## src/rtl/dmem_responder.sv

```systemverilog
// Multi-cycle data-memory target: one load/store at a time over valid/ready,
// committed after LATENCY wait cycles and answered on a valid/ready response channel.
module dmem_responder #(
    parameter int DEPTH   = 64,
    parameter int LATENCY = 2
) (
    input  logic        clk,
    input  logic        reset,
    input  logic        req_valid,
    output logic        req_ready,
    input  logic        req_we,
    input  logic [31:0] req_addr,
    input  logic [31:0] req_wdata,
    output logic        rsp_valid,
    input  logic        rsp_ready,
    output logic [31:0] rsp_rdata,
    output logic        rsp_err,
    output logic        busy_o
);

    localparam int AW = $clog2(DEPTH);
    localparam int CW = (LATENCY > 1) ? $clog2(LATENCY) : 1;
    localparam logic [CW-1:0] CNT_INIT = CW'(LATENCY - 1);

    typedef enum logic [1:0] {IDLE, WAIT, RESP} state_t;

    state_t          state, state_next;
    logic [CW-1:0]   cnt, cnt_next;
    logic            we_q;
    logic [31:0]     addr_q;
    logic [31:0]     wdata_q;
    logic            accept;
    logic            commit;
    logic            addr_err;
    logic [AW-1:0]   idx;
    logic [31:0]     mem [DEPTH];

    // Handshakes: a transfer happens on an edge where valid and ready are both
    // high; ready is a function of state only, never of the partner's valid.
    always_comb begin
        state_next = state;
        cnt_next   = cnt;
        req_ready  = 1'b0;
        rsp_valid  = 1'b0;
        accept     = 1'b0;
        commit     = 1'b0;
        case (state)
            IDLE: begin
                req_ready = 1'b1;
                if (req_valid) begin
                    accept     = 1'b1;
                    cnt_next   = CNT_INIT;
                    state_next = WAIT;
                end
            end
            WAIT: begin
                if (cnt != '0) begin
                    cnt_next = cnt - CW'(1);
                end else begin
                    commit     = 1'b1;
                    state_next = RESP;
                end
            end
            RESP: begin
                rsp_valid = 1'b1;
                if (rsp_ready) state_next = IDLE;
            end
            default: state_next = IDLE;
        endcase
    end

    assign busy_o   = (state != IDLE);
    assign idx      = addr_q[AW+1:2];
    assign addr_err = (addr_q[1:0] != 2'b00) || ({2'b00, addr_q[31:2]} >= 32'(DEPTH));

    always_ff @(posedge clk or negedge reset) begin
        if (!reset) begin
            state     <= IDLE;
            cnt       <= '0;
            we_q      <= 1'b0;
            addr_q    <= '0;
            wdata_q   <= '0;
            rsp_rdata <= '0;
            rsp_err   <= 1'b0;
        end else begin
            state <= state_next;
            cnt   <= cnt_next;
            if (accept) begin
                we_q    <= req_we;
                addr_q  <= req_addr;
                wdata_q <= req_wdata;
            end
            if (commit) begin
                rsp_err   <= addr_err;
                rsp_rdata <= (addr_err || we_q) ? 32'h0 : mem[idx];
            end
        end
    end

    // Storage is deliberately left out of reset; commit is never high while
    // reset holds the FSM in IDLE, so an interrupted store cannot land.
    always_ff @(posedge clk) begin
        if (commit && we_q && !addr_err) mem[idx] <= wdata_q;
    end

endmodule

```

## config.mk

```make
export PLATFORM = sky130hd
export DESIGN_NAME = dmem_responder
export DESIGN_NICKNAME = d
export VERILOG_FILES = /design/src/rtl/dmem_responder.sv
export SDC_FILE = /design/constraint.sdc
export NUM_CORES = 2
export LEC_CHECK = 0
export CORE_MARGIN = 3
export CORE_UTILIZATION = 52
export CTS_BUF_LIST = sky130_fd_sc_hd__clkbuf_8
export DETAILED_ROUTE_END_ITERATION = 10
export DONT_BUFFER_PORTS = 1
export PLACE_DENSITY = 0.74
export SETUP_SLACK_MARGIN = 0.4
export SLEW_MARGIN = 20
export SYNTH_ARGS = -nofsm -noshare
export SYNTH_HDL_FRONTEND = slang
export SYNTH_SLANG_ARGS = --single-unit
```

## constraint.sdc

```tcl
create_clock -name clk -period 11.2 [get_ports clk]
set_input_delay 1.12 -clock clk [delete_from_list [all_inputs] [get_ports clk]]
set_output_delay 1.12 -clock clk [all_outputs]
set_load 0.01 [all_outputs]
```

# ---- After elaboration in Yosys (flattened, before gate mapping)
# Memories as Yosys holds them, arrays and structs flattened.
# Cells that the tools add are included.
dict set report word_totals {
  ff_bits 101
  latch_bits 0
  ram_bits 2048
  mem_bits_ro 0
  input_bits 69
  memories 1
}
dict set report op_classes {
  add_sub_neg 1
  n_mul 0
  n_div 0
  order_cmp 1
  n_eq_ne 5
  n_shift 0
  mux 16
  n_bitwise 0
  n_reduce_logical 11
}
# memory depth word_bits rd rd_clocked_by_memory_dff wr line_no
set mem_list {}
lappend mem_list {mem 64 32 1 0 1 36} ;# logic [31:0] mem [DEPTH];
# op count
set op_table {}
lappend op_table {{two-way mux 32 bit} 1}
lappend op_table {{greater-or-equal comparator 30 x 7 -> 1 bit (second input constant)} 1}
lappend op_table {{two-way mux 1 bit} 10}
lappend op_table {{two-way mux 2 bit} 3}
lappend op_table {{inequality test 2 bit (second input constant)} 3}
lappend op_table {{case mux 2 bit (3 select lines)} 1}
lappend op_table {{nonzero test 2 bit} 3}
lappend op_table {{AND reduction 3 bit} 1}
lappend op_table {{equality test 2 x 1 -> 1 bit (second input constant)} 1}
lappend op_table {{equality test 2 bit (second input constant)} 1}
lappend op_table {{logical AND 1 bit} 2}
lappend op_table {{zero test 2 bit} 1}
lappend op_table {{logical OR 1 bit} 2}
lappend op_table {{case mux 1 bit (2 select lines)} 1}
lappend op_table {{AND reduction 2 bit} 1}
lappend op_table {{zero test 1 bit} 1}
lappend op_table {{subtractor 1 bit (second input constant)} 1}

# ---- Depth between registers and ports, before layout
dict set report depth {
  ltp_word 6
  depth_mapped 12
  mapped_depth_nobuf 6
}

# ---- Worst setup path before layout
# No wires, ideal clock.
dict set report synth_timing {
  path_type {register to register}
  from {reg addr_q[17]}
  to {mem mem[0][0], enable pin}
  setup_ns 0.421
  arrival_time_ns 3.173
  t_required_ns 10.779
  slack_ns 7.606
  stages_incl_launch_ff 8
  n_path_buf 1
  cell_sequence {dfrtp_1 > nor4_1 > nand4_1 > nor4b_1 > and2_1 > clkbuf_1 > nand3_1 > nor2_1}
}
dict set report synth_via {
  elab_chain_cells 6
}
# element line_no
set synth_rtl {}
lappend synth_rtl {{start: declaration} 30} ;# logic [31:0] addr_q;
lappend synth_rtl {{start signal: assignment} 90} ;# addr_q <= req_addr;
lappend synth_rtl {{greater-or-equal comparator 30 x 7 -> 1 bit} 74} ;# assign addr_err = (addr_q[1:0] != 2'b00) || ({2'b00, addr_q[31:2]} >= 32'(DEPTH));
lappend synth_rtl {{logical OR 1 bit} 74}
lappend synth_rtl {{zero test 1 bit} 103} ;# if (commit && we_q && !addr_err) mem[idx] <= wdata_q;
lappend synth_rtl {{logical AND 1 bit} 103}
lappend synth_rtl {{two-way mux 1 bit} 103}
lappend synth_rtl {{two-way mux 1 bit (implied by the code)} 103}
lappend synth_rtl {{end: declaration} 36}
# No other way between the ends.

# ---- Worst setup path after layout
dict set report layout_timing {
  from {reg addr_q[0]}
  to {mem mem[22][25], enable pin}
}
dict set report layout_via {
  elab_chain_cells 6
}
# element line_no
set layout_rtl {}
lappend layout_rtl {{nonzero test 2 bit} 74}
lappend layout_rtl {{logical OR 1 bit} 74}
lappend layout_rtl {{zero test 1 bit} 103}
lappend layout_rtl {{logical AND 1 bit} 103}
lappend layout_rtl {{two-way mux 1 bit} 103}
lappend layout_rtl {{two-way mux 1 bit (implied by the code)} 103}
# No other way between the ends.

==> metrics.cfg <==
[timing]
setup_slack_ns=6.110
max_slew_margin=0.2250
layout_min_cycle_time_ns=5.090
rsz0062_at_grt=false
fin_crit_sh=0.4545
tightest_slew_ns=1.158
fmax_mhz=196.5
finalHoldViolations=0
tns_ns=0
setup-violations-final=0
maxSlewViolCount=0
skew_ns=0.08414

[power]
power_leakage_nw=29.06
switching_power_w=0.008759
switching_share=0.3647
p_clk_frac=0.253
ir_drop_mv=0.5139
comb_power_share=0.302
power_frac_seq=0.445
power.density_nw_per_um2=262.6
p_int_w=0.01526
power.total_w=0.02402

[setup_path]
cp-startpoint=addr_q[0]$_DFFE_PN0P_
crit_fanout=19
reg2reg_setup_slack_ns=6.11
arrival_ns=5.72
critPathCapture=mem[22][25]$_DFFE_PP_
r2r-start=addr_q[0]$_DFFE_PN0P_
start_kind=register
r2r_end=mem[22][25]$_DFFE_PP_
path_class=reg -> reg
worstPathRequired_ns=11.83
r2r_cells=7
crit_path_end_kind=register

[synthesis]
synthFlopType=edfxtp_1
postSynthCellCount=4389
synth_seq_area_share=0.7789
ys_top_cells_by_count=2,048 x edfxtp_1, 266 x o22ai_1, 204 x mux2_2
ys_ff_latch=2149
netlist-cell-type-count=64
synth_nets=4458
ys_async_sr_fraction=0.04700
synth_top_area_share=0.7481
syn_avg_cell_area_um2=18.73
synth_area_leaders=edfxtp_1 75%, mux4_2 5.6%, dfrtp_1 3.1%
synth-edff-count=2048
synth_largest_area_cell=edfxtp_1
syn_area_um2=82200
synth_most_common_cell=edfxtp_1
ys_warn_count=0

[floorplan]
fp.dieH_um=403.6
die_w_um=403.6
start_util=0.5250
die_area_um2=162900
placementRows=145
core-area_um2=156600
pin_count=105

[finish]
stdcell_count=6919
nFillCells=11109
drive_above_1_share=0.2290
num-nets-final=4672
regArea_um2=64100
areaGrowthSynthToFinish_pct=11.25
multiInputGateArea_um2=17280

[flow_run]
maxCapViolations=0

[clock_tree]
numCtsBuffers=343
htree_levels=5
cts_resized=0
ctsHoldBuffers=1
root_buffer=clkbuf_8
post_cts_buffers=0
clkSinkCount=2149
cts_tree=yes
path_clk_slew_ns=0.06
cts.path.max_buffers=4
clk_latency_ns=1.02

[drt]
num_vias=49056
wirelength_um=263900
drtIter0Drc=9557
via_per_inst=7.090
postRouteAntennaNets=0
avgRoutedWirePerCell_um=38.14
drt-pass1-iter-count=8
post-route-drc-count=0

[placement]
dp_hpwl_um=148800
pre_cts_ws_ns=6.420
port_buffers=0
gp_congestion=0.9026
place_inst=6315

[worst_hold_path]
hold_path.class=in -> async

[global_route]
grt_pass1_wl_um=366800
grt_overflow_total=0
grt_max_degree=131
antenna_found_initial=9
gr-usage-all-layers=0.3224
first_global_vias=47773

[run_status]
outcome=complete, no violations

## worst min-delay path by stage
stage | from | end | slack, ns | cells after the start
after global placement | state[1]$_DFFE_PN0P_ | state[0]$_DFFE_PN0P_ | 0.43 | 1
after CTS | reset | wdata_q[5]$_DFFE_PN0P_ | 0.07 | 1
after floorplan | state[1]$_DFFE_PN0P_ | state[0]$_DFFE_PN0P_ | 0.42 | 1
final | reset | wdata_q[9]$_DFFE_PN0P_ | 0.09 | 1
after detailed placement | state[1]$_DFFE_PN0P_ | state[0]$_DFFE_PN0P_ | 0.45 | 1
after global routing | reset | wdata_q[8]$_DFFE_PN0P_ | 0.09 | 1
## kinds of logic after synthesis
kind of cell	synth area share
flip-flops	0.7789
AO/OA/AOI/OAI	0.07525
multiplexers	0.1018
AND/OR/NAND/NOR	0.02620
buffers and inverters	0.01784
## layout by cell type (no fill, tap or decap), types with 104 or more instances in the layout
| cell type | count |
|---|---|
| inv_1 | 132 |
| mux2_2 | 204 |
| a21oi_1 | 111 |
| buf_4 | 156 |
| mux2i_1 | 150 |
| mux4_2 | 203 |
| clkbuf_8 | 366 |
| nor2_1 | 128 |
| edfxtp_1 | 2048 |
| nand2_1 | 141 |
| o21ai_0 | 104 |
| o221ai_1 | 118 |
| o22ai_1 | 266 |
## worst max-delay path, stage by stage, from the launching register on
cell	delay, ns
dfrtp_1	0.38
nor4_1	0.36
nand4_1	0.19
nor4b_1	0.49
and2_1	0.72
nand3_1	0.93
nor2_4	1.15
buf_4	0.48
## flip-flops by register name (all words and copies together), names as in the netlist
signal / count
rsp_err: 1
we_q: 1
state: 2
cnt: 1
addr_q: 32
rsp_rdata: 32
mem: 2048
wdata_q: 32
## power by group through the flow
stage	sequential [W]	combinational (W)	clock, W
6_report	0.0107	0.00725	0.00607
3_3_place_gp	0.0108	0.00675	0
2_1_floorplan	0.0109	0.00377	0
5_1_grt	0.0107	0.00732	0.00645
3_5_place_dp	0.0108	0.00689	0
4_1_cts	0.0107	0.00692	0.00609
## per-layer routing
metal  global-route usage  part of all wire
met2               0.4600              0.43
met4               0.1862             0.071
met3               0.1167              0.17
met5                    0           0.00019
met1               0.4302              0.33
## through the flow
stage / util / area, um^2 / hold WS [ns]
2_1_floorplan: - / 82200 / 0.4172
3_3_place_gp: 0.5444 / 85230 / 0.4317
3_5_place_dp: 0.5450 / 85330 / 0.4496
4_1_cts: 0.5839 / 91420 / 0.06779
5_1_grt: 0.5840 / 91440 / 0.09080
6_report: 0.5841 / 91450 / 0.08706
## final cells by class
cell class,instances,area share
inverters,13,0.0006157
clock inverters,232,0.01112
flip-flops and latches,2149,0.7009
multi-input cells,1931,0.1889
well taps,2058,0.02816
clock buffers,366,0.05508
repair buffers,165,0.01502
diodes,5,0.0001368
Note: power is estimated with default switching activity, not from simulation.
